===== config.mk =====
export PLATFORM = sky130hd
export DESIGN_NAME = bus_arbiter
export DESIGN_NICKNAME = d
export VERILOG_FILES = /design/src/rtl/bus_arbiter.sv
export SDC_FILE = /design/constraint.sdc
export NUM_CORES = 1
export LEC_CHECK = 0
export ABC_CLOCK_PERIOD_IN_PS = 2300
export CELL_PAD_IN_SITES_DETAIL_PLACEMENT = 1
export CELL_PAD_IN_SITES_GLOBAL_PLACEMENT = 1
export CORE_MARGIN = 2
export CORE_UTILIZATION = 14
export CTS_CLUSTER_SIZE = 14
export DETAILED_ROUTE_END_ITERATION = 12
export GPL_ROUTABILITY_DRIVEN = 0
export PLACE_DENSITY_LB_ADDON = 0.1
export SYNTH_ARGS = -nofsm -noshare
export SYNTH_HDL_FRONTEND = slang
export SYNTH_SLANG_ARGS = --single-unit

===== constraint.sdc =====
create_clock -name clk -period 2.3 [get_ports clk]
set_input_delay 0.345 -clock clk [delete_from_list [all_inputs] [get_ports clk]]
set_output_delay 0.345 -clock clk [all_outputs]
set_load 0.05 [all_outputs]

===== src/rtl/bus_arbiter.sv =====
// Two-master bus arbiter placed directly upstream of the address decoder.
// Master 0 is the parked default owner; ownership passes to master 1 only
// when master 0 is idle, and returns to master 0 once master 1 goes idle.
// The granted master's request, write enable, address and write data are
// muxed combinationally onto the shared bus from the registered grant.
// Optional feature macro: BUS_ARB_TIMEOUT_EN. When defined, a hold counter
// forces a handover after MAX_HOLD contested cycles, in either direction.
module bus_arbiter #(
    parameter int ADDR_W   = 8,
    parameter int DATA_W   = 32,
    parameter int MAX_HOLD = 16,
    parameter int CNT_W    = 5
) (
    input  logic              clk,
    input  logic              reset_n,
    input  logic              m0_req,
    input  logic              m0_wr,
    input  logic [ADDR_W-1:0] m0_address,
    input  logic [DATA_W-1:0] m0_dout,
    input  logic              m1_req,
    input  logic              m1_wr,
    input  logic [ADDR_W-1:0] m1_address,
    input  logic [DATA_W-1:0] m1_dout,
    output logic              m0_grant,
    output logic              m1_grant,
    output logic              s_req,
    output logic              s_wr,
    output logic [ADDR_W-1:0] s_address,
    output logic [DATA_W-1:0] s_wdata
);

    // The hold limit must fit in the counter and leave room for a count.
    if (MAX_HOLD < 2 || MAX_HOLD > (2 ** CNT_W) - 1) begin : g_bad_hold
        $error("bus_arbiter: MAX_HOLD out of range for CNT_W");
    end

    typedef enum logic {
        M0_GRANT = 1'b0,
        M1_GRANT = 1'b1
    } state_t;

    state_t state_q, state_d;

`ifdef BUS_ARB_TIMEOUT_EN
    logic [CNT_W-1:0] hold_cnt_q, hold_cnt_d;
    logic             contested;
    logic             expired;

    // Contention is the owner still requesting while the other master waits.
    always_comb begin
        contested = m0_req & m1_req;
        expired   = contested && (hold_cnt_q == CNT_W'(MAX_HOLD - 1));
    end

    // Count contested cycles; any grant change or released contention clears.
    always_comb begin
        hold_cnt_d = '0;
        if (contested && !expired) begin
            hold_cnt_d = hold_cnt_q + 1'b1;
        end
    end

    // Hold counter register.
    always_ff @(posedge clk or negedge reset_n) begin
        if (!reset_n) begin
            hold_cnt_q <= '0;
        end else begin
            hold_cnt_q <= hold_cnt_d;
        end
    end
`endif

    // State register; reset parks the bus on master 0 immediately.
    always_ff @(posedge clk or negedge reset_n) begin
        if (!reset_n) begin
            state_q <= M0_GRANT;
        end else begin
            state_q <= state_d;
        end
    end

    // Next-state: handover when the owner idles, master 1 always returns home.
    always_comb begin
        state_d = state_q;
        case (state_q)
            M0_GRANT: begin
                if (!m0_req && m1_req) begin
                    state_d = M1_GRANT;
                end
`ifdef BUS_ARB_TIMEOUT_EN
                if (expired) begin
                    state_d = M1_GRANT;
                end
`endif
            end
            M1_GRANT: begin
                if (!m1_req) begin
                    state_d = M0_GRANT;
                end
`ifdef BUS_ARB_TIMEOUT_EN
                if (expired) begin
                    state_d = M0_GRANT;
                end
`endif
            end
            default: state_d = M0_GRANT;
        endcase
    end

    // Moore grant decode and pass-through mux of the owner's bus signals.
    always_comb begin
        m0_grant = (state_q == M0_GRANT);
        m1_grant = ~m0_grant;
        if (m0_grant) begin
            s_req     = m0_req;
            s_wr      = m0_wr;
            s_address = m0_address;
            s_wdata   = m0_dout;
        end else begin
            s_req     = m1_req;
            s_wr      = m1_wr;
            s_address = m1_address;
            s_wdata   = m1_dout;
        end
    end

endmodule


# Word-level counts from Yosys, hierarchy flattened
# Cells that the tools add are included.
# totals
memories	0
inputBits	86
ram_bits	0
register_bits	1
romBits	0
wordCells	11
output_inout_bits	44
latch_bits	0
# op_classes
muxes	7
div	0
n_mul	0
add_sub_neg	0
magnitude_cmp	0
bitwise_logic	1
shifts	0
eq_ne	0
n_reduce_logical	2
# op_table
cell	n
two-way mux 32 bit	1
two-way mux 8 bit	1
two-way mux 1 bit	4
case mux 1 bit (2 select lines)	1
logical AND 1 bit	1
zero test 1 bit	1
NOT 1 bit	1

# Depth between registers and ports, before layout
# Gate-level depths: netlist of the first run.
# depth
depth_word	4
mapped_depth	4
depth_no_buf	2

# Worst setup path after synthesis of the first run
# No wires, ideal clock.
# synth_path
kind	reg2out
start	reg state_q, in the netlist m1_grant
end	out s_req
setup_slack_ns	0.566
required_ns	1.955
arrival_time_ns	1.389
path_stages_with_launch	5
cell_sequence	dfrtp_1 buf_6 buf_8 nand2_1 nand2_1
# synth_via
elab_chain_len	1
# synth_rtl
item	line_no	text
from (decl)	42	state_t state_q, state_d;
from (signal assigned)	78	state_q <= state_d;
two-way mux 1 bit	114	if (m0_grant) begin
to (decl)	26	output logic s_req,
# No other way between the ends.

# Final worst setup path of the first run
# layout_path
start	reg state_q, in the netlist m1_grant
end	out s_wdata[0]
# layout_via
elab_chain_len	1
# layout_rtl
item	line_no	text
two-way mux 32 bit	114	
to (decl)	29	output logic [DATA_W-1:0] s_wdata
# No other way between the ends.

==> results_dict.tcl, run 1 <==
set metrics [dict create \
    post_dp_cell_area_mm2 0.00195 \
    antenna_found_initial 0 \
    vias 932 \
    clock_skew_ns 0 \
    cp-start-kind "flop" \
    rsz0062_at_grt "no" \
    antenna_left 0 \
    p_leak_nw 0.889 \
    outcome "finished, final reports clean" \
    worst_setup_path_end_kind "output port" \
    cpMostUsedCell "buf_4" \
    wire_per_inst_um 13.0 \
    critPathLaunch "m1_grant" \
    relSlewSlack 0.661 \
    cp-endpoint "s_wdata[0]" \
    final_hold_viol_count 0 \
    cp.arrival_ns 1.29 \
    coreArea_mm2 0.00511 \
    cp.depth 3 \
    synthTopCellsByCount "38 x mux2_4, 3 x buf_12, 3 x mux2_2" \
    largest_reg_flops 1 \
    synth.most_common_cell "mux2_4" \
    io_pins 130 \
    drc 0 \
    path_clk_slew_ns 0 \
    fmax_mhz 610 \
    slew_violations 0 \
    area_growth_pct 164 \
    final_nets 266 \
    dieArea_mm2 0.00588 \
    reg2reg_slack_ns 1.23 \
    num_rows 26 \
    path_delay_family "buffers and inverters" \
    holdBufCountCts 0 \
    synth_area_um2 739 \
    grt_pass1_vias 1000 \
    fin_hold_ws_ns 0.497 \
    track_usage 0.102 \
    peakVddDrop_uv 124 \
    r2r-start "m1_grant" \
    power_density_mw_per_mm2 338 \
    antennaDiodeCount 0 \
    maxCapViolCount 0 \
    post_synth.cell_area_avg_um2 14.2 \
    worst_ep_required_time_ns 1.96 \
    cp_num_buf_inv 2 \
    grt_max_degree 26 \
    viasPerCell 3.76 \
    synth.largest_area_cell "mux2_4" \
    yosysSeqAreaShare 0.0338 \
    synth_async_sr_flop_share 1.00 \
    grt_overflow 0 \
    start_util 0.145 \
    grt_pass1_wl_um 5060 \
    fin_area_mm2 0.00195 \
    synth_edf_count 0 \
    netlist_instances 52 \
    ys_warn_count 0 \
    drive_gt1_frac 0.489 \
    dp_hpwl_um 2910 \
    worstPathCellList "buf_4, mux2_4, buf_4" \
    die_w_um 76.7 \
    worstHoldPathType "in2async" \
    critPathMaxFanout 25 \
    dr.pass1.iters 2 \
    synth.area.top_cells "mux2_4 77%, buf_12 8.1%, mux2_2 4.6%" \
    port_buffers 129 \
    ys_types 10 \
    drtIter0Drc 5 \
    cts_resized 0 \
    tns_ns 0 \
    synth_top_area_share 0.772 \
    finalSetupViolations 0 \
    die_y_um 76.7 \
    fin_crit_ns 1.64 \
    tightest_slew_ns 0.507 \
    reg2reg_depth 3 \
    synth-seq-cells 1 \
    crit_type "reg2out" \
    post-route-period-util 0.712 \
    routed_wirelength_um 3230 \
    crit_path_top_delay_cell "buf_4" \
    reg2reg_to "m1_grant" \
    synth_ff_type "dfrtp_1" \
    synth_nets 138 \
    slowest_delay_ns 0.40 \
    post_cts_buffers 0 \
    clock_latency_ns 0 \
]
-- cells by family (layout without fill, tap and decap cells) --
kind of cell | after synthesis | in the layout | synth area share
buffers and inverters | 6 | 132 | 0.122
flip-flops | 1 | 1 | 0.0338
multiplexers | 41 | 41 | 0.817
AND/OR/NAND/NOR | 4 | 4 | 0.0271
-- how the worst min path moves through the flow --
stage | endpoint | slack (ns) | depth (start not counted)
after detailed placement | m1_grant | 0.50 | 1
after global routing | m1_grant | 0.51 | 1
after CTS | m1_grant | 0.50 | 1
final | m1_grant | 0.50 | 1
after global placement | m1_grant | 0.50 | 1
after floorplan | m1_grant | 0.05 | 0
-- where the power goes --
| part | internal [W] | switching (W) | leakage, nW |
|---|---|---|---|
| logic | 0.000310 | 0.000329 | 0.878 |
| clock network | 0 | 0 | 0 |
| registers | 0.0000193 | 0.000000808 | 0.0113 |
-- through the flow --
| step | cells | total power (W) | util | worst slack [ns] |
|---|---|---|---|---|
| after floorplan | 52 | 0.000425 | - | 0.566 |
| after CTS | 248 | 0.000666 | 0.382 | 0.645 |
| final | 248 | 0.000660 | 0.382 | 0.662 |
| after global routing | 248 | 0.000686 | 0.382 | 0.610 |
| after detailed placement | 248 | 0.000665 | 0.382 | 0.645 |
| after global placement | 248 | 0.000659 | 0.382 | 0.662 |
-- final cells by class --
class	count	area [um2]
fillers	586	3150
inverters	1	3.75
multi-input cells	45	624
flip-flops and latches	1	26.3
well taps	70	87.6
repair buffers	131	1210
-- routing by layer --
metal / routed length [um] / global-route usage / share of wire / vias to the layer above
met3: 357 / 0.0341 / 0.11 / 2
met1: 1070 / 0.102 / 0.33 / 417
met5: 0 / 0 / 0 / -
met4: 15 / 0.00545 / 0.0046 / 0
met2: 1780 / 0.211 / 0.55 / 69
li1: - / - / - / 444
-- cells in the final DEF, fill, tap and decap left out --
cell type        Yosys  layout
clkdlybuf4s50_1      0      86
and2_1               1       1
nand2b_1             1       1
mux2_2               3       3
buf_4                0      44
buf_12               3       1
dfrtp_2              0       1
mux2_4              38      38
nand2_1              2       2
inv_1                1       1
Note: power is estimated with default switching activity, not from simulation.
==> run 2: changes to the inputs <==
ABC_CLOCK_PERIOD_IN_PS = 1500   (was 2300)
CORE_UTILIZATION = 12   (was 14)
clock period = 1.5 ns   (was 2.3 ns; I/O delays follow)
==> run 2 against run 1 <==
Global-route usage fell by 0.90 points. Cell count rose by 2.0%. Routed wire length rose by 10%. Design area rose by 26%. Largest power group unchanged. Utilization rose by 3.2 points. Worst hold slack got worse by 0.12 ns. Combinational power rose by 99%. Via count rose by 1.6%. Critical path type unchanged. Flip-flop and latch count did not move. Sequential power rose by 63%. Total power rose by 98%. First-iteration DRC count rose by 40%.
==> results_dict.tcl, run 2 (synthesis results as in run 1) <==
set metrics [dict create \
    post_cts_buffers 0 \
    worst_ep_required_time_ns 1.27 \
    cp.arrival_ns 1.15 \
    clock_skew_ns 0 \
    start_util 0.124 \
    worstHoldPathType "in2async" \
    largest_reg_flops 1 \
    drtIter0Drc 7 \
    grt_max_degree 24 \
    viasPerCell 3.74 \
    final_hold_viol_count 0 \
    antenna_left 0 \
    fmax_mhz 727 \
    p_leak_nw 1.08 \
    wire_per_inst_um 14.0 \
    fin_area_mm2 0.00247 \
    cp-start-kind "flop" \
    critPathMaxFanout 23 \
    internal_power_w 0.000742 \
    path_delay_family "flip-flops" \
    cp_num_buf_inv 2 \
    grt_pass1_wl_um 5020 \
    dieArea_mm2 0.00681 \
    crit_path_top_delay_cell "dfrtp_2" \
    seq_power_share 0.025 \
    post-route-period-util 0.917 \
    fin_hold_ws_ns 0.378 \
    outcome "finished, final reports clean" \
    dr.pass1.iters 2 \
    final_common_cell "clkdlybuf4s50_1" \
    port_buffers 129 \
    multi_input_area_um2 624 \
    drc 0 \
    fin_crit_ns 1.38 \
    coreArea_mm2 0.00596 \
    worst_setup_path_end_kind "output port" \
    final_cell_mix "85 x clkdlybuf4s50_1, 42 x buf_12, 38 x mux2_4" \
    slowest_delay_ns 0.39 \
    slew_violations 0 \
    vias 947 \
    die_w_um 82.5 \
    clock_latency_ns 0 \
    fill_cells 622 \
    io_pins 130 \
    crit_type "reg2out" \
    maxCapViolCount 0 \
    drive_gt1_frac 0.494 \
    final_nets 266 \
    antennaDiodeCount 0 \
    num_rows 28 \
    dp_hpwl_um 3250 \
    peakVddDrop_uv 221 \
    p_comb_frac 0.975 \
    rsz0062_at_grt "no" \
    antenna_found_initial 0 \
    switching_share 0.430 \
    tightest_slew_ns 0.178 \
    power_switching_w 0.000561 \
    post_dp_cell_area_mm2 0.00247 \
    power_density_mw_per_mm2 527 \
    worstPathCellList "buf_12, mux2_2, buf_4" \
    path_clk_slew_ns 0 \
    tns_ns 0 \
    die_y_um 82.5 \
    clkPwrFrac 0 \
    routed_wirelength_um 3550 \
    seq_area_um2 26.3 \
    grt_overflow 0 \
    area_growth_pct 234 \
    holdBufCountCts 0 \
    finalSetupViolations 0 \
    track_usage 0.0933 \
    relSlewSlack 0.882 \
    cts_resized 0 \
    power_w 0.00130 \
    grt_pass1_vias 987 \
]
[run 2: power groups by stage]
stage                     Sequential [W]  Clock (W)  Combinational (W)
final                          0.0000327          0            0.00127
after global routing           0.0000332          0            0.00132
after CTS                      0.0000329          0            0.00129
after detailed placement       0.0000327          0            0.00128
after global placement         0.0000325          0            0.00127
after floorplan                0.0000375          0           0.000615
[run 2: cell type report]
class                      count  share of cell area
sequential                     1              0.0106
tap                           75              0.0380
timing repair buffer         131               0.697
multi-input combinational     45               0.253
inverter                       1             0.00152
[run 2: worst reg2reg max path, stage by stage, from the launching register on]
cell and delay, ns:
dfrtp_2 0.42, buf_12 0.18, nand2b_1 0.17, and2_1 0.16
[run 2: path summary, 6_finish.rpt]
kind	end	depth (start not counted)	slack, ns	startpoint
max	s_wr	3	0.12	m1_grant
min in group clk	m1_grant	2	0.83	m1_req
max in group asynchronous	m1_grant	1	1.01	reset_n
min	m1_grant	1	0.38	reset_n
max reg2reg	m1_grant	3	0.45	m1_grant
min reg2reg	m1_grant	3	0.92	m1_grant
[run 2: metrics by stage]
step,std cells,utilization,setup WS (ns)
2_1_floorplan,52,-,0.0251
3_3_place_gp,253,0.415,0.143
3_5_place_dp,253,0.415,0.116
4_1_cts,253,0.415,0.112
5_1_grt,253,0.415,0.0778
6_report,253,0.415,0.125
[run 2: layer usage]
layer | vias to the layer above | routed length [um] | GRT usage | part of all wire
li1 | 444 | - | - | -
met1 | 427 | 1160 | 0.100 | 0.33
met2 | 76 | 1900 | 0.188 | 0.53
met3 | 0 | 492 | 0.0283 | 0.14
met4 | 0 | 0 | 0 | 0
met5 | - | 0 | 0 | 0
